<file path="src/rtl/alu_drv_pkg.sv">
// Shared types for the ALU operation driver: command/result records,
// controller state encoding and the tag sequencing helper.
package alu_drv_pkg;

  localparam int DATA_W = 8;
  localparam int OP_W   = 4;
  localparam int TAG_W  = 8;

  // One ALU operation as presented on the command port
  typedef struct packed {
    logic [OP_W-1:0]   opcode;
    logic [DATA_W-1:0] a;
    logic [DATA_W-1:0] b;
  } alu_cmd_t;

  // One captured ALU result with the tag of the command that produced it
  typedef struct packed {
    logic [DATA_W-1:0] y;
    logic              zero;
    logic              overflow;
    logic [TAG_W-1:0]  tag;
  } alu_res_t;

  // Command FIFO entry: the tag is bound at accept time and travels with the command
  typedef struct packed {
    alu_cmd_t         cmd;
    logic [TAG_W-1:0] tag;
  } alu_cmd_entry_t;

  typedef enum logic [1:0] {
    IDLE  = 2'd0,
    RUN   = 2'd1,
    STALL = 2'd2,
    DRAIN = 2'd3
  } drv_state_e;

  // Sequence numbers wrap naturally at the tag width (255 -> 0)
  function automatic logic [TAG_W-1:0] next_tag(input logic [TAG_W-1:0] tag);
    return tag + TAG_W'(1);
  endfunction

endpackage

</file>
<file path="src/rtl/alu_op_driver_sync_fifo.sv">
// Show-ahead synchronous FIFO with occupancy count. The head entry is
// visible on data_o whenever the FIFO is not empty. Pushes while full and
// pops while empty are ignored. Storage is cleared by reset so the head
// reads as zero after reset.
module sync_fifo #(
  parameter type T     = logic [7:0],
  parameter int  DEPTH = 4
) (
  input  logic                     clk,
  input  logic                     rst_n,
  input  logic                     push_i,
  input  T                         data_i,
  input  logic                     pop_i,
  output T                         data_o,
  output logic                     full_o,
  output logic                     empty_o,
  output logic [$clog2(DEPTH):0]   count_o
);

  localparam int            AW       = $clog2(DEPTH);
  localparam logic [AW:0]   FULL_CNT = (AW+1)'(DEPTH);

  T              mem_q [DEPTH];
  logic [AW-1:0] wr_ptr_q;
  logic [AW-1:0] rd_ptr_q;
  logic [AW:0]   count_q;
  logic          do_push_s;
  logic          do_pop_s;

  assign full_o    = (count_q == FULL_CNT);
  assign empty_o   = (count_q == '0);
  assign count_o   = count_q;
  assign data_o    = mem_q[rd_ptr_q];
  assign do_push_s = push_i && !full_o;
  assign do_pop_s  = pop_i && !empty_o;

  // Storage write: entries are written at the tail on an accepted push
  always_ff @(posedge clk or negedge rst_n) begin
    if (!rst_n) begin
      for (int i = 0; i < DEPTH; i++) begin
        mem_q[i] <= '0;
      end
    end else if (do_push_s) begin
      mem_q[wr_ptr_q] <= data_i;
    end
  end

  // Pointer and occupancy bookkeeping; simultaneous push and pop keep the count
  always_ff @(posedge clk or negedge rst_n) begin
    if (!rst_n) begin
      wr_ptr_q <= '0;
      rd_ptr_q <= '0;
      count_q  <= '0;
    end else begin
      if (do_push_s) begin
        wr_ptr_q <= wr_ptr_q + AW'(1);
      end
      if (do_pop_s) begin
        rd_ptr_q <= rd_ptr_q + AW'(1);
      end
      case ({do_push_s, do_pop_s})
        2'b10:   count_q <= count_q + (AW+1)'(1);
        2'b01:   count_q <= count_q - (AW+1)'(1);
        default: count_q <= count_q;
      endcase
    end
  end

endmodule

</file>
<file path="src/rtl/alu_op_driver.sv">
// Upstream driver for a registered ALU. Commands arrive on a valid/ready
// stream, are tagged with a wrapping sequence number, queued, and issued to
// the ALU at most one per cycle. A valid/tag shift register tracks each
// issued command until its ALU result is ready, at which point the result
// is captured into a result FIFO and returned in order on a valid/ready
// stream. Issue is credit-limited so the result FIFO can never overflow.
module alu_op_driver #(
  parameter int DATA_W    = alu_drv_pkg::DATA_W,
  parameter int OP_W      = alu_drv_pkg::OP_W,
  parameter int CMD_DEPTH = 4,
  parameter int RES_DEPTH = 4,
  parameter int ALU_LAT   = 1
) (
  input  logic              clk,
  input  logic              rst_n,
  input  logic              cmd_valid,
  output logic              cmd_ready,
  input  logic [OP_W-1:0]   cmd_opcode,
  input  logic [DATA_W-1:0] cmd_a,
  input  logic [DATA_W-1:0] cmd_b,
  output logic [OP_W-1:0]   alu_opcode,
  output logic [DATA_W-1:0] alu_a,
  output logic [DATA_W-1:0] alu_b,
  input  logic [DATA_W-1:0] alu_y,
  input  logic              alu_zero,
  input  logic              alu_overflow,
  output logic              res_valid,
  input  logic              res_ready,
  output logic [DATA_W-1:0] res_y,
  output logic              res_zero,
  output logic              res_overflow,
  output logic [7:0]        res_tag,
  output logic              busy
);

  import alu_drv_pkg::*;

  // DATA_W/OP_W must match the package widths used by the record types.
  localparam int CCW   = $clog2(CMD_DEPTH) + 1;
  localparam int RCW   = $clog2(RES_DEPTH) + 1;
  localparam int INF_W = $clog2(ALU_LAT + 2);

  // Controller state
  drv_state_e                  state_q;
  drv_state_e                  state_d;
  logic [TAG_W-1:0]            tag_q;

  // Issue pipeline: stage 0 is loaded at the issue edge, the last stage
  // marks the edge at which alu_y/zero/overflow belong to that command.
  logic [ALU_LAT:0]            pipe_v_q;
  logic [ALU_LAT:0][TAG_W-1:0] pipe_tag_q;

  // ALU drive registers
  logic [OP_W-1:0]             alu_opcode_q;
  logic [DATA_W-1:0]           alu_a_q;
  logic [DATA_W-1:0]           alu_b_q;

  // Command FIFO interface
  alu_cmd_entry_t              cmd_in_s;
  alu_cmd_entry_t              cmd_head_s;
  logic                        cmd_push_s;
  logic                        cmd_full_s;
  logic                        cmd_empty_s;
  logic [CCW-1:0]              cmd_count_s;

  // Result FIFO interface
  alu_res_t                    res_in_s;
  alu_res_t                    res_head_s;
  logic                        res_push_s;
  logic                        res_pop_s;
  logic                        res_full_s;
  logic                        res_empty_s;
  logic [RCW-1:0]              res_count_s;

  // Issue control
  logic [INF_W-1:0]            inflight_s;
  logic                        credit_ok_s;
  logic                        issue_s;

  // A command is only taken when a slot is already free; a pop in the same
  // cycle does not open a slot for the incoming command.
  assign cmd_ready  = !cmd_full_s;
  assign cmd_push_s = cmd_valid && cmd_ready;

  // Pack the incoming command with the sequence number it is accepted under
  always_comb begin
    cmd_in_s.cmd.opcode = cmd_opcode;
    cmd_in_s.cmd.a      = cmd_a;
    cmd_in_s.cmd.b      = cmd_b;
    cmd_in_s.tag        = tag_q;
  end

  sync_fifo #(
    .T     (alu_cmd_entry_t),
    .DEPTH (CMD_DEPTH)
  ) u_cmd_fifo (
    .clk     (clk),
    .rst_n   (rst_n),
    .push_i  (cmd_push_s),
    .data_i  (cmd_in_s),
    .pop_i   (issue_s),
    .data_o  (cmd_head_s),
    .full_o  (cmd_full_s),
    .empty_o (cmd_empty_s),
    .count_o (cmd_count_s)
  );

  // Number of issued commands whose results have not been captured yet
  always_comb begin
    inflight_s = '0;
    for (int i = 0; i <= ALU_LAT; i++) begin
      inflight_s = inflight_s + INF_W'(pipe_v_q[i]);
    end
  end

  // Every in-flight command already owns a result slot, so the sum of
  // buffered and in-flight results bounds result FIFO occupancy.
  assign credit_ok_s = ((32'(res_count_s) + 32'(inflight_s)) < 32'(RES_DEPTH)) && !res_full_s;

  // Issue decision: head of the command FIFO goes out unless stalled or out of credit
  always_comb begin
    if ((state_q != STALL) && !cmd_empty_s && credit_ok_s) begin
      issue_s = 1'b1;
    end else begin
      issue_s = 1'b0;
    end
  end

  // Controller next-state logic
  always_comb begin
    state_d = state_q;
    case (state_q)
      IDLE: begin
        if (!cmd_empty_s) begin
          state_d = RUN;
        end else begin
          state_d = IDLE;
        end
      end
      RUN: begin
        if (cmd_empty_s) begin
          if (inflight_s != '0) begin
            state_d = DRAIN;
          end else begin
            state_d = IDLE;
          end
        end else if (!credit_ok_s) begin
          state_d = STALL;
        end else begin
          state_d = RUN;
        end
      end
      STALL: begin
        if (credit_ok_s) begin
          state_d = RUN;
        end else begin
          state_d = STALL;
        end
      end
      DRAIN: begin
        if (!cmd_empty_s) begin
          state_d = RUN;
        end else if (inflight_s == '0) begin
          state_d = IDLE;
        end else begin
          state_d = DRAIN;
        end
      end
      default: begin
        state_d = IDLE;
      end
    endcase
  end

  // Controller state and accept-side sequence number
  always_ff @(posedge clk or negedge rst_n) begin
    if (!rst_n) begin
      state_q <= IDLE;
      tag_q   <= '0;
    end else begin
      state_q <= state_d;
      if (cmd_push_s) begin
        tag_q <= next_tag(tag_q);
      end
    end
  end

  // Issue pipeline shift: tags shift unconditionally, the valid bit qualifies them
  always_ff @(posedge clk or negedge rst_n) begin
    if (!rst_n) begin
      pipe_v_q   <= '0;
      pipe_tag_q <= '0;
    end else begin
      pipe_v_q   <= {pipe_v_q[ALU_LAT-1:0], issue_s};
      pipe_tag_q <= {pipe_tag_q[ALU_LAT-1:0], cmd_head_s.tag};
    end
  end

  // ALU drive registers load on issue and otherwise hold the last command
  always_ff @(posedge clk or negedge rst_n) begin
    if (!rst_n) begin
      alu_opcode_q <= '0;
      alu_a_q      <= '0;
      alu_b_q      <= '0;
    end else if (issue_s) begin
      alu_opcode_q <= cmd_head_s.cmd.opcode;
      alu_a_q      <= cmd_head_s.cmd.a;
      alu_b_q      <= cmd_head_s.cmd.b;
    end
  end

  assign alu_opcode = alu_opcode_q;
  assign alu_a      = alu_a_q;
  assign alu_b      = alu_b_q;

  // Capture record: ALU outputs paired with the tag leaving the pipeline
  always_comb begin
    res_in_s.y        = alu_y;
    res_in_s.zero     = alu_zero;
    res_in_s.overflow = alu_overflow;
    res_in_s.tag      = pipe_tag_q[ALU_LAT];
  end

  assign res_push_s = pipe_v_q[ALU_LAT];
  assign res_pop_s  = res_valid && res_ready;

  sync_fifo #(
    .T     (alu_res_t),
    .DEPTH (RES_DEPTH)
  ) u_res_fifo (
    .clk     (clk),
    .rst_n   (rst_n),
    .push_i  (res_push_s),
    .data_i  (res_in_s),
    .pop_i   (res_pop_s),
    .data_o  (res_head_s),
    .full_o  (res_full_s),
    .empty_o (res_empty_s),
    .count_o (res_count_s)
  );

  // The result head comes straight from FIFO storage, so it is held
  // stable for as long as the consumer withholds res_ready.
  assign res_valid    = !res_empty_s;
  assign res_y        = res_head_s.y;
  assign res_zero     = res_head_s.zero;
  assign res_overflow = res_head_s.overflow;
  assign res_tag      = res_head_s.tag;

  assign busy = (cmd_count_s != '0) || (inflight_s != '0) || res_valid;

endmodule

</file>
<file path="config.mk">
export PLATFORM = sky130hd
export DESIGN_NAME = alu_op_driver
export DESIGN_NICKNAME = d
export VERILOG_FILES = /design/src/rtl/alu_drv_pkg.sv /design/src/rtl/alu_op_driver_sync_fifo.sv /design/src/rtl/alu_op_driver.sv
export SDC_FILE = /design/constraint.sdc
export NUM_CORES = 1
export LEC_CHECK = 0
export CAP_MARGIN = 20
export CORE_AREA = 2 2 157 159
export CTS_CLUSTER_DIAMETER = 120
export DETAILED_ROUTE_END_ITERATION = 16
export DIE_AREA = 0 0 159 161
export GPL_ROUTABILITY_DRIVEN = 0
export PLACE_DENSITY_LB_ADDON = 0.05
export SETUP_SLACK_MARGIN = 0.2
export SYNTH_ARGS = -nofsm -noshare
export SYNTH_HDL_FRONTEND = slang
export SYNTH_SLANG_ARGS = --single-unit
</file>
<file path="constraint.sdc">
create_clock -name clk -period 4.9 [get_ports clk]
set_clock_uncertainty 0.2 [all_clocks]
set_input_delay 0.98 -clock clk [delete_from_list [all_inputs] [get_ports clk]]
set_output_delay 0.98 -clock clk [all_outputs]
set_load 0.02 [all_outputs]
</file>
== Yosys cells after proc, flatten, opt, wreduce, memory -nomap -nowiden ==
Index checks and enable logic that the tools add are counted.

* Add/subtract/negate cells: 11
* Magnitude comparators: 7
* Equal/unequal tests: 10
* Multiplexer cells: 22
* Bitwise gates (word level): 4
* Reduce and logical (&&, ||, !) cells: 25

{| class="wikitable"
|+ Operator list
! kind !! number
|-
| bitwise mux 112 bit || 1
|-
| 2-to-1 mux 28 bit || 3
|-
| bitwise mux 72 bit || 1
|-
| binary-select mux 28 bit (select 2 bit) || 1
|-
| demux 28 bit (select 2 bit) || 1
|-
| 2-to-1 mux 18 bit || 3
|-
| binary-select mux 18 bit (select 2 bit) || 1
|-
| demux 18 bit (select 2 bit) || 1
|-
| >= comparator 3 bit (second input constant) || 4
|-
| NOT 2 -> 3 bit || 4
|-
| case mux 3 bit (2 select lines) || 2
|-
| logical AND 1 bit || 11
|-
| 2-to-1 mux 2 bit || 5
|-
| adder 2 x 1 -> 2 bit (second input constant) || 4
|-
| adder 8 x 1 -> 8 bit (second input constant) || 1
|-
| equality test 2 bit (second input constant) || 4
|-
| case mux 2 bit (4 select lines) || 1
|-
| adder 3 x 1 -> 3 bit (second input constant) || 2
|-
| equality test 2 x 1 -> 1 bit (second input constant) || 3
|-
| equality test 3 bit (second input constant) || 2
|-
| logical NOT 3 bit || 2
|-
| less-than comparator 3 x 1 -> 1 bit (second input constant) || 2
|-
| nonzero test 2 bit || 3
|-
| subtractor 3 x 1 -> 3 bit (second input constant) || 2
|-
| 9 further kinds || 15
|}

* Register bits: 246
* Bits of input ports: 34
* Output and inout bits: 41
* Logic and storage cells: 125

== Logic depth before layout (Yosys ltp) ==
Gate-level depths: netlist of the first run.

* Depth in word-level cells: 9
* Depth in mapped cells: 12
* Depth with buffers taken out: 10

== Modules after synthesis ==
From an unflattened synthesis of the first run, not the netlist that was laid out.

* Cell total of the unflattened synthesis: 626
* Area, all modules: 10,755.3 sq um

{| class="wikitable"
|+ By module, submodules not included
! module !! instances !! cells an instance !! area each (sq um) !! sequential area each (sq um)
|-
| sync_fifo at u_cmd_fifo || 1 || 306 || 5,317.6 || 2,977.9
|-
| sync_fifo at u_res_fifo || 1 || 210 || 3,688.5 || 1,976.9
|-
| alu_op_driver || 1 || 110 || 1,749.2 || 1,201.2
|}

== Worst setup path after synthesis of the first run ==
OpenSTA, ideal clock, no wires.

* Path type: reg2reg
* From: register pipe_v_q[1]
* To: register u_cmd_fifo.count_q[1], in the netlist u_cmd_fifo.count_o[1]
* Library setup time: 125 ps
* Data arrival time: 2,525 ps
* Required time: 4,575 ps
* Slack: 2,051 ps
* Stages on the path, launching flop included: 11
* Buffers on the path: 2
* Period minus slack after synthesis: 2,849 ps
* Cell sequence: dfrtp_1 -> buf_2 -> inv_1 -> ha_1 -> a311oi_2 -> nand3_2 -> buf_4 -> inv_1 -> ha_1 -> fa_1 -> mux2_2

* Longest elaborated chain between the ends: 9
* Elaborated cells on any way between the ends: 11
* Those cells by class: add/sub: 2; order compare: 1; eq/ne: 2; mux: 2; reduce/logical: 4

{| class="wikitable"
|+ RTL lines
! element !! line !! RTL
|-
| start, declared || alu_op_driver.sv:50 || <nowiki>logic [ALU_LAT:0] pipe_v_q;</nowiki>
|-
| start signal, assigned || alu_op_driver.sv:194 || <nowiki>pipe_v_q <= {pipe_v_q[ALU_LAT-1:0], issue_s};</nowiki>
|-
| adder 1 x 1 -> 2 bit * || alu_op_driver.sv:112 || <nowiki>inflight_s = inflight_s + INF_W'(pipe_v_q[i]);</nowiki>
|-
| adder 3 x 2 -> 4 bit * || alu_op_driver.sv:118 || <nowiki>assign credit_ok_s = ((32'(res_count_s) + 32'(inflight_s)) < 32'(RES_DEPTH)) && !res_full_s;</nowiki>
|-
| less-than comparator 4 x 3 -> 1 bit * || alu_op_driver.sv:118 ||
|-
| logical AND 1 bit * || alu_op_driver.sv:118 ||
|-
| logical AND 1 bit * || alu_op_driver.sv:122 || <nowiki>if ((state_q != STALL) && !cmd_empty_s && credit_ok_s) begin</nowiki>
|-
| 2-to-1 mux 1 bit * || alu_op_driver.sv:122 ||
|-
| logical AND 1 bit * || alu_op_driver_sync_fifo.sv:35 || <nowiki>assign do_pop_s = pop_i && !empty_o;</nowiki>
|-
| via u_cmd_fifo.do_pop_s || alu_op_driver_sync_fifo.sv:28 || <nowiki>logic do_pop_s;</nowiki>
|-
| equality test 2 x 1 -> 1 bit or equality test 2 bit (tied branches) || alu_op_driver_sync_fifo.sv:61 || <nowiki>case ({do_push_s, do_pop_s})</nowiki>
|-
| case mux 3 bit (2 select lines) or nonzero test 2 bit (tied branches) || n/a ||
|-
| end signal, assigned || alu_op_driver_sync_fifo.sv:62 || <nowiki>2'b10: count_q <= count_q + (AW+1)'(1);</nowiki>
|-
| end signal, assigned || alu_op_driver_sync_fifo.sv:63 || <nowiki>2'b01: count_q <= count_q - (AW+1)'(1);</nowiki>
|-
| end signal, assigned || alu_op_driver_sync_fifo.sv:64 || <nowiki>default: count_q <= count_q;</nowiki>
|-
| end, declared || alu_op_driver_sync_fifo.sv:26 || <nowiki>logic [AW:0] count_q;</nowiki>
|}

Mark *: on every way through the listed nets, which the timed path passes. The rest lies on a longest branch.
A chain may end at the register's enable or synchronous reset.

== Worst setup path after layout of the first run ==
* From: register u_res_fifo.rd_ptr_q[0]
* To: output port res_tag[3]

* Longest elaborated chain between the ends: 4

{| class="wikitable"
|+ RTL lines
! element !! line !! RTL
|-
| start, declared || alu_op_driver_sync_fifo.sv:25 || <nowiki>logic [AW-1:0] rd_ptr_q;</nowiki>
|-
| start signal, assigned || alu_op_driver_sync_fifo.sv:59 || <nowiki>rd_ptr_q <= rd_ptr_q + AW'(1);</nowiki>
|-
| NOT 2 -> 3 bit (not written as such) || alu_op_driver_sync_fifo.sv:33 || <nowiki>assign data_o = mem_q[rd_ptr_q];</nowiki>
|-
| binary-select mux 18 bit (select 2 bit) || alu_op_driver_sync_fifo.sv:33 ||
|-
| 2-to-1 mux 18 bit (not written as such) (2 in a row) || alu_op_driver_sync_fifo.sv:33 ||
|-
| end, declared || alu_op_driver.sv:32 || <nowiki>output logic [7:0] res_tag,</nowiki>
|}

No other way between the ends. The select of a mux whose other input is x is not followed.

==> metrics.md, run 1 <==
| Metric | Value |
|---|---|
| Horizontal die dimension | between 150 and 200 um |
| Number of diodes | 0 |
| Total vias in the final route | about 5500 |
| All-layer global routing usage | 0.163 |
| Die area | roughly 26000 sq um |
| Clock net sink count | 246 |
| TritonCTS clock tree | yes |
| Required time of the critical path | roughly 3.7 ns |
| Clock tree buffer depth | 3 |
| Overall power after layout | just over 9 mW |
| Final period utilization | 0.769 |
| Final TNS setup | 0 ns |
| Number of warnings issued by yosys | 0 |
| Crit path cell chain | buf_4 > mux4_2 > clkdlybuf4s50_1 |
| Worst vdd ir | around 360 uV |
| Fill count | between 2000 and 2500 |
| Cells after Synth | 620 |
| Avg Synthesized Cell Area | between 15 and 20 sq um |
| Final-report max-slew violation count | 0 |
| Static power due to leakage | roughly 5.4 nW |
| Initial core utilization | 0.440 |
| CP max stage cell | sky130_fd_sc_hd__dfrtp_1 |
| Proportion of synthesized flip-flops having asynchronous set or reset | 1.00 |
| Site row count | 57 |
| # DRC | 0 |
| H-tree level count | 1 |
| Total standard cell area after synthesis | about 11000 sq um |
| Routed wire length | 20200 um |
| Layout area overhead | 18.2% |
| Die span in y | 161 um |
| Hold buffers post-CTS | 0 |
| Transition time of the tightest slew-check pin | approximately 0.95 ns |
| Wire length per cell after detailed routing | just under 20 um |
| Proportion of layout cells with a drive suffix above 1 | 0.382 |
| Clock latency on the worst-skew pair | about 0.53 ns |
| Remaining global-route overflow | 0 |
| Most instantiated flip-flop cell in the synthesis netlist | sky130_fd_sc_hd__dfrtp_1 |
| DR pass1 iterations | 4 |
| Worst stage delay on the critical path | ~0.56 ns |
| Post-Place Cell Area | ~12000 sq um |
| MaxCap Viol Count | 0 |
| Status | completed |
| Number of buffers inserted to repair setup after CTS | 0 |
| Kind of start point of the critical path | flip-flop |
| Core Footprint | approximately 24000 sq um |
| Iteration-0 DRC count of the detailed router | ~130 |
| Biggest fanout along the worst timing path | 14 |
| Number of enable-type register cells in the synthesized netlist | 0 |
| Critical Setup Path Class | reg -> out |
| Pwr dens | 735 nW/um^2 |
| Unique cell type count in the Yosys netlist | 35 |
| Number of global-route vias before repair | approximately 6200 |
| Via-to-Cell Ratio | about 5.2 |
| Number of nets at the end of the flow | 753 |
| CP Capture Type | primary output |
| Port buffer count | 74 |
| Setup repair after global routing missed its margin | no |
| Post-synthesis net count | 670 |
| Number of nets with antenna violations after detailed routing | 0 |
| Number of gates resized after cts | 0 |
| Worst EP arrival | around 2.6 ns |
| Synth Register Bits | about 250 |
| Fraction of the yosys area taken by sequential cells | 0.583 |
| Post-route cell area | about 12000 sq um |
| Type of the tightest min-delay check | reg -> reg |
| Crit path time final | ~3.8 ns |
| Number of top-level design ports | 75 |
| Total of endpoints with negative setup slack in the final report | 0 |
| First-pass GRT wire length | between 30000 and 40000 um |
| Pin count of the biggest net entering global routing | around 120 |
| Worst slew slack as a fraction of its limit | 0.364 |
| Num CTS Buffers | 28 |
| Antenna violations before repair | 0 |
| Number of endpoints with negative hold slack in the final report | 0 |
| Clock slew seen by the registers of the worst setup and hold paths | around 0.060 ns |
| Buffer type at the clock tree root | sky130_fd_sc_hd__clkbuf_16 |
| Max Fclk | around 270 MHz |
| Half-perimeter wire length after placement | 12300 um |
placed cells by master, fill, tap and decap left out, types with 2 or more instances in the layout:
| cell | Yosys | final |
|---|---|---|
| sky130_fd_sc_hd__nand2_1 | 5 | 5 |
| sky130_fd_sc_hd__dfrtp_1 | 246 | 245 |
| sky130_fd_sc_hd__fa_1 | 2 | 2 |
| sky130_fd_sc_hd__mux2_2 | 164 | 164 |
| sky130_fd_sc_hd__bufinv_16 | 0 | 2 |
| sky130_fd_sc_hd__xnor2_1 | 12 | 12 |
| sky130_fd_sc_hd__nand4_1 | 4 | 4 |
| sky130_fd_sc_hd__mux2_1 | 44 | 44 |
| sky130_fd_sc_hd__nor2_1 | 4 | 4 |
| sky130_fd_sc_hd__mux4_2 | 46 | 46 |
| sky130_fd_sc_hd__nor3_1 | 4 | 4 |
| sky130_fd_sc_hd__inv_1 | 11 | 11 |
| sky130_fd_sc_hd__nand3_1 | 3 | 3 |
| sky130_fd_sc_hd__clkinv_2 | 0 | 6 |
| sky130_fd_sc_hd__xor2_1 | 7 | 7 |
| sky130_fd_sc_hd__clkbuf_1 | 5 | 8 |
| sky130_fd_sc_hd__or3_1 | 2 | 2 |
| sky130_fd_sc_hd__clkbuf_8 | 0 | 6 |
| sky130_fd_sc_hd__buf_4 | 4 | 8 |
| sky130_fd_sc_hd__ha_1 | 14 | 14 |
| sky130_fd_sc_hd__clkbuf_16 | 0 | 29 |
| sky130_fd_sc_hd__clkdlybuf4s50_1 | 0 | 73 |
| sky130_fd_sc_hd__nand3_4 | 8 | 8 |
registers in the layout, summed over array words and instances, names as in the netlist, 3 cells and up:
| register | count |
|---|---|
| alu_opcode | 4 |
| alu_b | 8 |
| u_res_fifo.mem_q | 72 |
| tag_q | 8 |
| u_cmd_fifo.mem_q | 112 |
| u_cmd_fifo.count_o | 3 |
| u_res_fifo.count_o | 3 |
| pipe_tag_q | 16 |
| alu_a | 8 |
path summary, 6_finish.rpt:
path / startpoint / to / slack [ns] / depth (start not counted)
max in group asynchronous: rst_n / tag_q[6]$_DFFE_PN0P_ / 3.02 / 2
worst min-delay path: pipe_tag_q[5]$_DFF_PN0_ / pipe_tag_q[13]$_DFF_PN0_ / 0.15 / 0
worst min register to register: pipe_tag_q[5]$_DFF_PN0_ / pipe_tag_q[13]$_DFF_PN0_ / 0.15 / 0
worst max register to register: pipe_v_q[1]$_DFF_PN0_ / u_cmd_fifo.count_o[1]$_DFFE_PN0P_ / 1.67 / 9
worst max-delay path: u_res_fifo.rd_ptr_q[0]$_DFFE_PN0P_ / res_tag[3] / 1.13 / 3
min in group asynchronous: rst_n / u_res_fifo.mem_q[66]$_DFFE_PN0P_ / 0.31 / 1
per-stage QoR:
| stage | setup WS (ns) | cells | hold WS, ns | utilization |
|---|---|---|---|---|
| after floorplan | 2.05 | 620 | 0.131 | - |
| final | 1.13 | 1049 | 0.145 | 0.521 |
| after global placement | 1.47 | 997 | 0.134 | 0.482 |
| after CTS | 1.04 | 1049 | 0.149 | 0.521 |
| after global routing | 0.961 | 1049 | 0.152 | 0.521 |
| after detailed placement | 1.42 | 997 | 0.135 | 0.482 |
metal layers:
layer	vias to the layer above	track usage	wire, um
met4	0	0.0393	374
met1	2925	0.207	8730
li1	2440	-	-
met3	26	0.0316	777
met5	-	0	0
met2	82	0.290	10300
cell usage after synthesis (2+ instances only):
cell,instances,area [sq um]
sky130_fd_sc_hd__mux2_2,164,1850
sky130_fd_sc_hd__nand3_4,8,140
sky130_fd_sc_hd__xnor2_1,12,105
sky130_fd_sc_hd__nor3_1,4,20.0
sky130_fd_sc_hd__mux4_2,46,1040
sky130_fd_sc_hd__ha_1,14,175
sky130_fd_sc_hd__buf_2,8,40.0
sky130_fd_sc_hd__nor2_1,4,15.0
sky130_fd_sc_hd__nand2_1,5,18.8
sky130_fd_sc_hd__inv_1,11,41.3
sky130_fd_sc_hd__nand4_1,4,25.0
sky130_fd_sc_hd__buf_4,4,30.0
sky130_fd_sc_hd__nand3_1,3,15.0
sky130_fd_sc_hd__or3_1,2,12.5
sky130_fd_sc_hd__fa_1,2,40.0
sky130_fd_sc_hd__dfrtp_1,246,6160
sky130_fd_sc_hd__buf_6,12,135
sky130_fd_sc_hd__mux2_1,44,495
sky130_fd_sc_hd__clkbuf_1,5,18.8
sky130_fd_sc_hd__xor2_1,7,61.3
cells by family after synthesis:
group,Yosys count,share of synthesized area
flops,246,0.583
mux,255,0.321
xor+xnor,19,0.0158
compound gates,3,0.00273
buf+inv,41,0.0255
simple gates,40,0.0313
fa+ha+maj,16,0.0204
worst max-delay path: cells and delay by family (launching register included):
kind,cells,cell delay (ns)
buffers and inverters,2,0.93
muxes,1,0.56
DFF,1,0.56
cell type report:
type	instances	area (sq um)	area share
Sequential cell	246	6160	0.493
Inverter	12	45.0	0.00361
Tap cell	324	405	0.0325
Multi-Input combinational cell	333	4130	0.331
Clock inverter	9	98.8	0.00792
Timing Repair Buffer	82	806	0.0646
Clock buffer	43	838	0.0672
power breakdown:
group | total, mW | internal (mW) | switching (mW)
clock network | 2.07 | 1.28 | 0.794
registers | 3.63 | 3.00 | 0.632
logic | 3.47 | 2.03 | 1.44
Power figures use the tool's default switching activity.
==> inputs of run 2 (changes only) <==
==> constraint.sdc (replaced) <==
create_clock -name clk -period 3.91 [get_ports clk]
set_clock_uncertainty 0.2 [all_clocks]
set_input_delay 0.782 -clock clk [delete_from_list [all_inputs] [get_ports clk]]
set_output_delay 0.782 -clock clk [all_outputs]
set_load 0.02 [all_outputs]
==> run 2 against run 1 <==
Effect of this change:
- first-iteration DRC count increased by 47%
- sequential power increased by 25%
- highest routed layer unchanged
- utilization increased by 0.057 points
- register-to-register slack got worse by 0.71 ns
- clock-buffer cell count decreased by 1
- critical endpoint is now res_tag[0]
==> metrics.md, run 2 (synthesis results as in run 1) <==
| Metric | Value |
|---|---|
| Type of the tightest min-delay check | in -> async |
| Worst slew slack as a fraction of its limit | 0.388 |
| Final Hold Slack | 0.0704 ns |
| Clock slew seen by the registers of the worst setup and hold paths | 0.06 ns |
| Setup slack after placement | 0.830 ns |
| Antenna violations before repair | 0 |
| Worst vdd ir | between 400 and 500 uV |
| DR pass1 iterations | 4 |
| Pwr dens | 916 nW/um^2 |
| Layout area overhead | 18.4% |
| Clock net sink count | between 200 and 250 |
| Int Power | just under 8 mW |
| Final period utilization | 0.826 |
| Wire length per cell after detailed routing | 19.1 um |
| Kind of start point of the critical path | flip-flop |
| Net switching fraction of the power | 0.315 |
| Routed wire length | about 20000 um |
| Number of nets at the end of the flow | 755 |
| CP Capture Type | primary output |
| Share of total power in the clock network | 0.222 |
| Biggest fanout along the worst timing path | 11 |
| TritonCTS clock tree | yes |
| Required time of the critical path | about 3 ns |
| Clock latency on the worst-skew pair | 0.53 ns |
| Crit path time final | 3.23 ns |
| Number of top-level design ports | 75 |
| Clock tree buffer depth | 3 |
| Non-Filler Instances | about 1100 |
| Final-report max-slew violation count | 0 |
| Initial core utilization | 0.440 |
| Worst EP arrival | between 2 and 2.5 ns |
| Core Footprint | 24000 sq um |
| Overall power after layout | 11.4 mW |
| Via-to-Cell Ratio | ~5.3 |
| Proportion of layout cells with a drive suffix above 1 | 0.384 |
| Max Fclk | approximately 310 MHz |
| MaxCap Viol Count | 0 |
| All-layer global routing usage | 0.163 |
| Hold buffers post-CTS | 0 |
| Number of flip-flops under the largest register name | approximately 110 |
| Register name with the most flops | u_cmd_fifo.mem_q |
| R2r startpoint | pipe_v_q[1]$_DFF_PN0_ |
| Site row count | 57 |
| Buffer type at the clock tree root | sky130_fd_sc_hd__clkbuf_16 |
| H-tree level count | 1 |
| Number of endpoints with negative hold slack in the final report | 0 |
| Number of nets with antenna violations after detailed routing | 0 |
| Num CTS Buffers | 28 |
| Combinational fraction of design power | 0.384 |
| Critical R2R Capture | u_cmd_fifo.count_o[1]$_DFFE_PN0P_ |
| Pin count of the biggest net entering global routing | just over 100 |
| Leading registers by flop count | u_cmd_fifo.mem_q (112), u_res_fifo.mem_q (72), pipe_tag_q (16) |
| First-pass GRT wire length | approximately 34000 um |
| Status | completed |
| Number of global-route vias before repair | about 6200 |
| Setup repair after global routing missed its margin | no |
| Transition time of the tightest slew-check pin | between 0.9 and 1 ns |
| R2r setup slk | between 0.9 and 1 ns |
| Number of buffers inserted to repair setup after CTS | 0 |
| Highest-count cells in the layout ignoring fill and taps | 245 x sky130_fd_sc_hd__dfrtp_1, 164 x sky130_fd_sc_hd__mux2_2, 73 x sky130_fd_sc_hd__clkdlybuf4s50_1, 46 x sky130_fd_sc_hd__mux4_2, 44 x sky130_fd_sc_hd__mux2_1 |
| Total of endpoints with negative setup slack in the final report | 0 |
| Half-perimeter wire length after placement | 12200 um |
| Die area | around 26000 sq um |
| Count of placed standard cells including taps | between 900 and 1000 |
| Number of diodes | 0 |
| Horizontal die dimension | 159 um |
| Port buffer count | 74 |
| Most frequent standard cell in the layout excluding fill and tap cells | sky130_fd_sc_hd__dfrtp_1 |
| Iteration-0 DRC count of the detailed router | between 150 and 200 |
| # DRC | 0 |
| Sw Pwr | ~3.6 mW |
| Die span in y | ~160 um |
| Portion of total power attributed to sequential cells | 0.395 |
| Static power due to leakage | 5.38 nW |
| Post-layout worst setup margin | between 0.6 and 0.7 ns |
| Final TNS setup | 0 ns |
| Total vias in the final route | 5513 |
| Critical Setup Path Class | reg -> out |
| Number of gates resized after cts | 0 |
| Remaining global-route overflow | 0 |
| Depth of the worst register-to-register path | 8 |
run 2: final cells by class:
cell class	count	area, sq um
clock buffers	42	835
clock inverters	9	76.3
fillers	2015	11500
inverters	12	45.0
multi-input cells	333	4130
flip-flops and latches	246	6160
well taps	324	405
repair buffers	84	846
run 2: power by group through the flow:
stage          Combinational, mW  Clock (mW)  Sequential, mW
2_1_floorplan               3.29           0            4.35
3_3_place_gp                4.34           0            4.48
3_5_place_dp                4.48           0            4.58
4_1_cts                     4.49        2.62            4.54
5_1_grt                     4.75        2.74            4.70
6_report                    4.39        2.54            4.52
run 2: how the worst max path moves through the flow:
stage | start | end | slack [ns]
3_3_place_gp | cmd_valid | u_cmd_fifo.count_o[2]$_DFFE_PN0P_ | 0.89
5_1_grt | u_res_fifo.rd_ptr_q[0]$_DFFE_PN0P_ | res_tag[0] | 0.58
4_1_cts | u_res_fifo.rd_ptr_q[0]$_DFFE_PN0P_ | res_tag[6] | 0.63
6_report | u_res_fifo.rd_ptr_q[0]$_DFFE_PN0P_ | res_tag[0] | 0.68
2_1_floorplan | pipe_v_q[1]$_DFF_PN0_ | u_cmd_fifo.count_o[1]$_DFFE_PN0P_ | 1.06
3_5_place_dp | cmd_valid | u_cmd_fifo.count_o[2]$_DFFE_PN0P_ | 0.83
run 2: stage by stage:
stage	util	instance area [sq um]
2_1_floorplan	-	10600
3_3_place_gp	0.483	11600
3_5_place_dp	0.483	11600
4_1_cts	0.521	12500
5_1_grt	0.521	12500
6_report	0.521	12500
run 2: worst max-delay path, stage by stage (launching register included):
cell                              delay, ns
sky130_fd_sc_hd__dfrtp_1               0.34
sky130_fd_sc_hd__buf_4                 0.26
sky130_fd_sc_hd__mux4_2                0.56
sky130_fd_sc_hd__clkdlybuf4s50_1       0.56
run 2: layer usage:
layer  vias up  share of wire  global-route usage
met1      2939           0.42               0.208
met3        29          0.037              0.0290
li1       2462              -                   -
met4         0          0.023              0.0409
met2        83           0.52               0.290
met5         -              0                   0
==> inputs of run 3 (changes only) <==
==> constraint.sdc (replaced) <==
create_clock -name clk -period 3.2 [get_ports clk]
set_clock_uncertainty 0.2 [all_clocks]
set_input_delay 0.64 -clock clk [delete_from_list [all_inputs] [get_ports clk]]
set_output_delay 0.64 -clock clk [all_outputs]
set_load 0.02 [all_outputs]
==> run 3 against run 2 <==
Effect of this change:
- final cell count unchanged
- register-to-register slack worse by 0.50 ns
- utilization is 0.22 points higher
- cell area is 0.43% higher
- non-clock buffer count up 3
- sequential share of layout area down 0.19 points
- sequential power up 22%
- power up 22%
- combinational power rose by 21%
- critical endpoint is now res_y[0]
==> metrics.md, run 3 (synthesis results as in run 1) <==
| Metric | Value |
|---|---|
| Register name with the most flops | u_cmd_fifo.mem_q |
| Buffer and inverter count on the worst path | 1 |
| Clock tree buffer depth | 3 |
| Area used by sequential logic in the layout | roughly 6000 sq um |
| Hold Crit Depth | 0 |
| Die area | ~26000 sq um |
| Transition time of the tightest slew-check pin | 0.786 ns |
| DR pass1 iterations | 4 |
| Routed wire length | between 15000 and 20000 um |
| Worst vdd ir | around 500 uV |
| Iteration-0 DRC count of the detailed router | ~180 |
| R2r setup slk | roughly 0.46 ns |
| Area of the multi-input gates | a little over 4000 sq um |
| Share of total power in the clock network | 0.226 |
| Final TNS setup | 0 ns |
| Clock net sink count | roughly 250 |
| Final period utilization | 0.911 |
| Site row count | 57 |
| # DRC | 0 |
| Int Power | approximately 9.6 mW |
| Pwr dens | roughly 1100 nW/um^2 |
| Depth of the worst register-to-register path | 8 |
| H-tree level count | 1 |
| Type of the tightest min-delay check | reg -> reg |
| Number of flip-flops under the largest register name | 112 |
| Half-perimeter wire length after placement | approximately 12000 um |
| Count of placed standard cells including taps | between 1000 and 1500 |
| Core Footprint | ~24000 sq um |
| Final-report max-slew violation count | 0 |
| Setup repair after global routing missed its margin | no |
| Number of top-level design ports | 75 |
| MaxCap Viol Count | 0 |
| Logic depth of the worst path, buffers included | 2 |
| Static power due to leakage | 5.45 nW |
| Total of endpoints with negative setup slack in the final report | 0 |
| CP Capture Type | primary output |
| Max Fclk | about 340 MHz |
| Remaining global-route overflow | 0 |
| TritonCTS clock tree | yes |
| Proportion of layout cells with a drive suffix above 1 | 0.390 |
| Crit path time final | a little under 3 ns |
| Net switching fraction of the power | 0.312 |
| Number of nets with antenna violations after detailed routing | 0 |
| Num CTS Buffers | 27 |
| Number of diodes | 0 |
| Leading registers by flop count | u_cmd_fifo.mem_q (112), u_res_fifo.mem_q (72), pipe_tag_q (16) |
| Required time of the critical path | 2.36 ns |
| Buffer type at the clock tree root | sky130_fd_sc_hd__clkbuf_16 |
| Kind of start point of the critical path | flip-flop |
| Most frequent standard cell in the layout excluding fill and tap cells | sky130_fd_sc_hd__dfrtp_1 |
| Port buffer count | 74 |
| Setup slack after placement | about 0.46 ns |
| Number of endpoints with negative hold slack in the final report | 0 |
| Number of nets at the end of the flow | approximately 760 |
| Biggest fanout along the worst timing path | 6 |
| Wire length per cell after detailed routing | about 19 um |
| Highest-count cells in the layout ignoring fill and taps | 243 x sky130_fd_sc_hd__dfrtp_1, 164 x sky130_fd_sc_hd__mux2_2, 56 x sky130_fd_sc_hd__clkdlybuf4s50_1, 46 x sky130_fd_sc_hd__mux4_2, 44 x sky130_fd_sc_hd__mux2_1 |
| Initial core utilization | 0.440 |
| Critical Setup Path Class | reg -> out |
| Number of buffers inserted to repair setup after CTS | 0 |
| Combinational fraction of design power | 0.379 |
| Worst stage delay on the critical path | 0.56 ns |
| Status | completed |
| Horizontal die dimension | ~160 um |
| Fill count | 2039 |
| Clock slew seen by the registers of the worst setup and hold paths | around 0.060 ns |
| Die span in y | around 160 um |
| Antenna violations before repair | 0 |
| Sw Pwr | ~4.4 mW |
| All-layer global routing usage | 0.161 |
| Post-layout worst setup margin | around 0.28 ns |
| Worst slew slack as a fraction of its limit | 0.476 |
| Total vias in the final route | ~5500 |
| Crit path cell chain | mux4_2 > clkdlybuf4s50_1 |
| Via-to-Cell Ratio | ~5.2 |
| Worst EP arrival | roughly 2.1 ns |
| Layout area overhead | 18.9% |
| Non-Filler Instances | around 1100 |
| Clock latency on the worst-skew pair | 0.51 ns |
| CP max stage cell | sky130_fd_sc_hd__clkdlybuf4s50_1 |
| First-pass GRT wire length | 33100 um |
| CP delay by family, top | buffers and inverters |
| Number of global-route vias before repair | a little over 6000 |
| Portion of total power attributed to sequential cells | 0.395 |
| Pin count of the biggest net entering global routing | between 60 and 70 |
[run 3: cell count changes in the layout (fill, tap and decap cells not counted), sizes merged]
cell and delta:
buf +2, bufinv +3, clkbuf -6, clkdlybuf4s50 -17, clkinv +1, dlygate4sd2 +16, dlygate4sd3 +1, dlymetal6s2s +1
inv -1
[run 3: power by group through the flow]
| stage | Sequential (mW) | Clock [mW] | Combinational [mW] |
|---|---|---|---|
| floorplan | 5.31 | 0 | 4.03 |
| global placement | 5.46 | 0 | 5.36 |
| detailed placement | 5.57 | 0 | 5.52 |
| CTS | 5.53 | 3.26 | 5.42 |
| global route | 5.72 | 3.40 | 5.73 |
| finish | 5.51 | 3.16 | 5.30 |
[run 3: layout make-up]
type / count / area share
clock buffers: 36 / 0.0605
well taps: 324 / 0.0323
multi-input cells: 333 / 0.330
clock inverters: 12 / 0.0128
repair buffers: 87 / 0.0703
inverters: 12 / 0.00359
flip-flops and latches: 246 / 0.491
[run 3: repair_timing]
item | 4_1_cts | 5_1_grt
endpoints found under the hold margin | 62 | 0
setup endpoints to repair | 19 | 2
hold buffers | 1 | 0
pin swaps | 0 | 0
resized for setup | 19 | 2
[run 3: worst paths after layout]
check	from	to
worst max-delay path	u_res_fifo.rd_ptr_q[0]$_DFFE_PN0P_	res_y[0]
worst min-delay path	pipe_tag_q[1]$_DFF_PN0_	pipe_tag_q[9]$_DFF_PN0_
worst max register to register	pipe_v_q[0]$_DFF_PN0_	u_cmd_fifo.count_o[1]$_DFFE_PN0P_
worst min register to register	pipe_tag_q[1]$_DFF_PN0_	pipe_tag_q[9]$_DFF_PN0_
max in group asynchronous	rst_n	u_cmd_fifo.mem_q[62]$_DFFE_PN0P_
min in group asynchronous	rst_n	u_res_fifo.mem_q[48]$_DFFE_PN0P_
[run 3: per-layer routing]
layer | share of wire | up-vias | global-route usage | wire, um
li1 | - | 2458 | - | -
met1 | 0.42 | 2929 | 0.203 | 8380
met2 | 0.52 | 88 | 0.289 | 10500
met3 | 0.038 | 26 | 0.0308 | 760
met4 | 0.018 | 0 | 0.0380 | 352
met5 | 0 | - | 0 | 0
[run 3: through the flow]
stage	util	hold WS (ns)	total power, mW	area (sq um)
finish	0.524	0.145	14.0	12500
global route	0.524	0.155	14.9	12500
CTS	0.523	0.147	14.2	12500
global placement	0.485	0.134	10.8	11600
detailed placement	0.485	0.137	11.1	11600
floorplan	-	0.131	9.34	10600
==> variant 1 (config.mk and constraints of run 3) <==
The parameter `ALU_LAT` goes from 1 to 2.
--- a/src/rtl/alu_op_driver.sv
+++ b/src/rtl/alu_op_driver.sv
@@ -11,3 +11,3 @@
   parameter int RES_DEPTH = 4,
-  parameter int ALU_LAT   = 1
+  parameter int ALU_LAT   = 2
 ) (
Function: changed (a bounded check fails within 10 cycles, from zero or initial values and one cycle with rst_n low).
==> variant 1 against run 3 <==
First-iteration DRC count up 13%; sequential share of layout area decreased by 0.41 points; sequential cell count up 9; wire length grew 7.1%; worst setup slack got worse by 30 ps; final area rose by 4.5%; global-route usage rose by 1.2 points; total power grew 7.2%; count of clock-buffer cells in the layout rose by 3; area after synthesis rose by 4.2%.
==> variant 1: results (changes against run 3) <==
fraction of layout instances using a drive strength above 1=0.452 (was 0.390); r2r setup slk=310 ps (was 460 ps); Min-Delay Startpoint=pipe_tag_q[5] (was pipe_tag_q[1]); reg2reg start=pipe_v_q[2] (was pipe_v_q[0]); top post-synthesis cells by area=dfrtp_1 58%, mux2_2 17%, mux4_2 9.4% (was dfrtp_1 58%, mux2_2 17%, mux4_2 9.8%); DP Wirelength=13.3 mm (was 12.1 mm); measured slew at the worst slew-check pin=570 ps (was 786 ps); Commonest cells post-synth=255 x dfrtp_1, 163 x mux2_2, 46 x mux4_2 (was 246 x dfrtp_1, 164 x mux2_2, 46 x mux4_2); initial drt markers=207 (was 183); post-synthesis adder-cell area fraction=0.0191 (was 0.0204); CP delay by family, top=adder cells (was buffers and inverters); Internal Dissipation=10.3 mW (was 9.61 mW); CTS Buf Count=29 (was 27); Worst Reg2Reg Path Length in Cells=11 (was 8); Critical Path AT=2110 ps (was 2080 ps); Netlist cell types=39 (was 35); outcome=finished clean (unchanged); pin count of the biggest net entering global routing=61 (was 67); filler instances=1,949 (was 2,039); Crit-path slowest cell=fa_2 (was clkdlybuf4s50_1); wire per inst=20.0 um (was 19.0 um); largest registers=u_cmd_fifo.mem_q (112), u_res_fifo.mem_q (72), pipe_tag_q (24) (was u_cmd_fifo.mem_q (112), u_res_fifo.mem_q (72), pipe_tag_q (16)); Worst-Skew Late Latency=530 ps (was 510 ps); crit-path max FO=3 (was 6); Leakage=5.83 nW (was 5.45 nW); worst hold margin=145 ps (about the same); Post-Synth XOR/XNOR Area=0.0151 (was 0.0158); Global Route Usage Sum=0.173 (was 0.161); Hold EP=pipe_tag_q[13] (was pipe_tag_q[9]); reg2reg end=u_cmd_fifo.count_o[2] (was u_cmd_fifo.count_o[1]); Via Count=5,701 (was 5,501); pre-CTS setup slack=247 ps (was 456 ps); global-route wire length before repair=35.3 mm (was 33.1 mm); worst vdd ir=0.484 mV (was 0.501 mV); post-synthesis mux area share=0.321 (about the same); number of nets in the layout=771 (was 757); post-synthesis compound-gate area fraction=0.00444 (was 0.00273); sequential fraction of the synthesis area=0.580 (was 0.583)
[variant 1: cell count changes in the layout (fill, tap and decap cells not counted), sizes merged, moves of 2 or more]
cell,run 3,this run
buf,13,16
clkdlybuf4s50,56,53
ha,14,12
clkbuf,36,39
dlygate4sd2,16,18
dfrtp,246,255
inv,12,14
[variant 1: worst max-delay path by stage]
stage,startpoint,endpoint,slack [ps],depth (start not counted)
CTS,u_res_fifo.rd_ptr_q[0],res_tag[3],170,3
detailed placement,pipe_v_q[0],u_cmd_fifo.count_o[2],250,11
floorplan,pipe_v_q[0],u_cmd_fifo.count_o[2],260,12
finish,pipe_v_q[2],busy,250,4
global placement,pipe_v_q[0],u_cmd_fifo.count_o[2],400,11
global route,pipe_v_q[2],busy,170,4
[variant 1: logic make-up (layout without fill, tap and decap cells)]
group,after synthesis,after routing
AOI/OAI and AO/OA,4,4
xor gates and xnor gates,19,19
adders and majority gates,15,15
buffers and inverters,42,156
DFF,255,255
muxes,254,254
and+or+nand+nor,41,41
[variant 1: per-stage QoR]
stage	std cells	cell area [um2]	power, mW	util
after global routing	1068	13100	15.9	0.547
after global placement	1012	12000	11.4	0.502
after floorplan	630	11000	9.90	-
final	1068	13100	15.0	0.547
after CTS	1066	13100	15.1	0.546
after detailed placement	1012	12000	11.7	0.502
[variant 1: power by group through the flow]
| stage | Clock, mW | Sequential, mW | Combinational, mW |
|---|---|---|---|
| 2_1_floorplan | 0 | 5.50 | 4.40 |
| 3_3_place_gp | 0 | 5.58 | 5.78 |
| 3_5_place_dp | 0 | 5.71 | 5.95 |
| 4_1_cts | 3.62 | 5.68 | 5.85 |
| 5_1_grt | 3.78 | 5.86 | 6.23 |
| 6_report | 3.53 | 5.67 | 5.78 |
[variant 1: layout make-up]
cell class	instances	area, um2	share of cell area
sequential	255	6380	0.487
inverter	13	48.8	0.00372
clock inverter	14	201	0.0154
multi-input combinational	333	4330	0.330
tap	324	405	0.0309
timing repair buffer	90	908	0.0693
clock buffer	39	833	0.0636
[variant 1: routing by layer]
metal / part of all wire / routed length (um) / vias to the layer above / track usage
li1: - / - / 2503 / -
met1: 0.43 / 9230 / 3076 / 0.223
met3: 0.031 / 657 / 40 / 0.0288
met5: 0 / 0 / - / 0
met4: 0.021 / 454 / 0 / 0.0430
met2: 0.52 / 11000 / 82 / 0.307
[variant 1: what timing repair did]
item | 4_1_cts | 5_1_grt
hold endpoints to repair | 56 | 0
endpoints found under the setup margin | 19 | 4
hold buffers | 1 | 0
resized for setup | 21 | 7
pin swaps | 0 | 4
setup buffers | 0 | 2
==> variant 2 (config.mk and constraints of run 3) <==
Made on the original files. Put a register stage on the output `res_overflow`. The value now appears one clock later. The other outputs are not delayed to match.
--- a/src/rtl/alu_op_driver.sv
+++ b/src/rtl/alu_op_driver.sv
@@ -246,3 +246,5 @@
   assign res_zero     = res_head_s.zero;
-  assign res_overflow = res_head_s.overflow;
+  always_ff @(posedge clk) begin
+    res_overflow <= res_head_s.overflow;
+  end
   assign res_tag      = res_head_s.tag;
Behaviour: not the same (Yosys sat finds a counterexample within 10 cycles, from zero or initial values and one cycle with rst_n low).
==> variant 2 against run 3 <==
Area after synthesis rose by 1.3%; combinational power grew 0.9%; final area is 0.18% higher; wire length up 2.7%; utilization up 0.094 points; sequential cell count is 1 higher; clock power decreased by 2%; worst setup slack improved by 11 ps; total power down 0.28%; fmax rose by 0.37%; largest cell class unchanged.
==> variant 2: results (changes against run 3) <==
outcome=finished clean (unchanged); CTS Buf Count=28 (was 27); DP Wirelength=12.6 mm (was 12.1 mm); post-synthesis adder-cell area fraction=0.0201 (was 0.0204); fraction of layout instances using a drive strength above 1=0.387 (was 0.390); r2r setup slk=430 ps (was 460 ps); Hold EP=pipe_tag_q[8] (was pipe_tag_q[9]); Ys Warns=0 (unchanged); pin count of the biggest net entering global routing=78 (was 67); HP Class=reg -> reg (unchanged); Critical Path Start=u_res_fifo.rd_ptr_q[0] (unchanged); reg2reg start=pipe_v_q[0] (unchanged); Leakage=5.46 nW (was 5.45 nW); Commonest cells post-synth=246 x dfrtp_1, 164 x mux2_2, 46 x mux4_2 (unchanged); initial antenna violation count=0 (unchanged); DRT Pass-1 Iters=4 (unchanged); measured slew at the worst slew-check pin=652 ps (was 786 ps); post-synthesis compound-gate area fraction=0.00269 (was 0.00273); FFs w/ async S/R, synth=0.996 (was 1.00); sequential fraction of the synthesis area=0.578 (was 0.583); Clock transition at path regs=60 ps (about the same); Min-Delay Startpoint=pipe_tag_q[0] (was pipe_tag_q[1]); Critical Path AT=2060 ps (was 2080 ps); Netlist cell types=36 (was 35); top post-synthesis cells by area=dfrtp_1 58%, mux2_2 17%, mux4_2 9.7% (was dfrtp_1 58%, mux2_2 17%, mux4_2 9.8%); Worst-Skew Late Latency=530 ps (was 510 ps); clock root cell=clkbuf_16 (unchanged); crit-path max FO=16 (was 6); reg2reg end=u_cmd_fifo.count_o[1] (unchanged); global-route wire length before repair=34.2 mm (was 33.1 mm); number of global-route vias before repair=6,320 (was 6,117); worst vdd ir=0.455 mV (was 0.501 mV); wire per inst=19.4 um (was 19.0 um); post-synthesis mux area share=0.317 (was 0.321); Max Root-Sink Buffers=3 (unchanged); Vias/cell=5.29 (was 5.24); Switching Fraction=0.315 (was 0.312); hold depth=0 (unchanged); Global Route Usage Sum=0.166 (was 0.161); Tcrit/Tclk final=0.908 (was 0.911); largest registers=u_cmd_fifo.mem_q (112), u_res_fifo.mem_q (72), pipe_tag_q (16) (unchanged); Syn Nets=687 (was 670); ant diodes=0 (unchanged); H-tree level count=1 (unchanged); number of nets in the layout=762 (was 757); pre-CTS setup slack=446 ps (was 456 ps); initial drt markers=161 (was 183); filler instances=2,022 (was 2,039); port buffer count=74 (unchanged); Post-Synth XOR/XNOR Area=0.0156 (was 0.0158)
-- variant 2: per-layer routing --
metal	GRT usage	part of all wire	wire (um)
met1	0.215	0.44	8990
met2	0.288	0.50	10200
met3	0.0336	0.043	873
met4	0.0442	0.021	429
met5	0	0	0
-- variant 2: what timing repair did --
item / CTS / global route
resized for setup: 18 / 1
setup endpoints to repair: 19 / 1
cloned: 0 / 0
pin swaps: 0 / 0
hold buffers: 1 / 0
endpoints found under the hold margin: 70 / 0
setup buffers: 0 / 0
-- variant 2: worst max-delay path: stages (launching register included) --
cell and delay (ps):
dfrtp_2 450, buf_12 210, mux4_2 530, dlygate4sd2_1 340
-- variant 2: cell type report --
class                           count  area share
Clock buffer                       48      0.0714
Timing Repair Buffer               90      0.0707
Multi-Input combinational cell    333       0.329
Clock inverter                      4     0.00159
Sequential cell                   247       0.492
Inverter                           12     0.00358
Tap cell                          324      0.0323
-- variant 2: worst max path at each step --
stage	to	slack (ps)	depth (start not counted)
3_5_place_dp	u_cmd_fifo.count_o[1]	450	8
3_3_place_gp	u_cmd_fifo.count_o[1]	540	8
6_report	res_tag[6]	300	3
5_1_grt	res_tag[6]	210	3
2_1_floorplan	u_cmd_fifo.count_o[1]	350	10
4_1_cts	cmd_ready	230	3
-- variant 2: kinds of logic (layout without fill, tap and decap cells) --
logic type               count (synthesis)  in the layout
XOR/XNOR                                19             19
buffers and inverters                   57            154
adder cells (fa/ha/maj)                 16             16
flip-flops                             247            247
AND/OR/NAND/NOR                         40             40
multiplexers                           255            255
AO/OA/AOI/OAI                            3              3
-- variant 2: per-stage QoR --
| step | power [mW] | hold slack, ps | std cells | util | area, um2 |
|---|---|---|---|---|---|
| after global placement | 10.8 | 133 | 1005 | 0.486 | 11700 |
| after detailed placement | 11.1 | 136 | 1005 | 0.486 | 11700 |
| after global routing | 14.8 | 159 | 1058 | 0.525 | 12600 |
| after CTS | 14.2 | 148 | 1058 | 0.524 | 12600 |
| final | 13.9 | 137 | 1058 | 0.525 | 12600 |
| after floorplan | 9.58 | 131 | 637 | - | 10700 |
-- variant 2: power groups by stage --
stage / Clock [mW] / Sequential [mW] / Combinational [mW]
2_1_floorplan: 0 / 5.34 / 4.23
3_3_place_gp: 0 / 5.42 / 5.41
5_1_grt: 3.35 / 5.67 / 5.81
3_5_place_dp: 0 / 5.53 / 5.59
6_report: 3.10 / 5.48 / 5.35
4_1_cts: 3.21 / 5.49 / 5.50
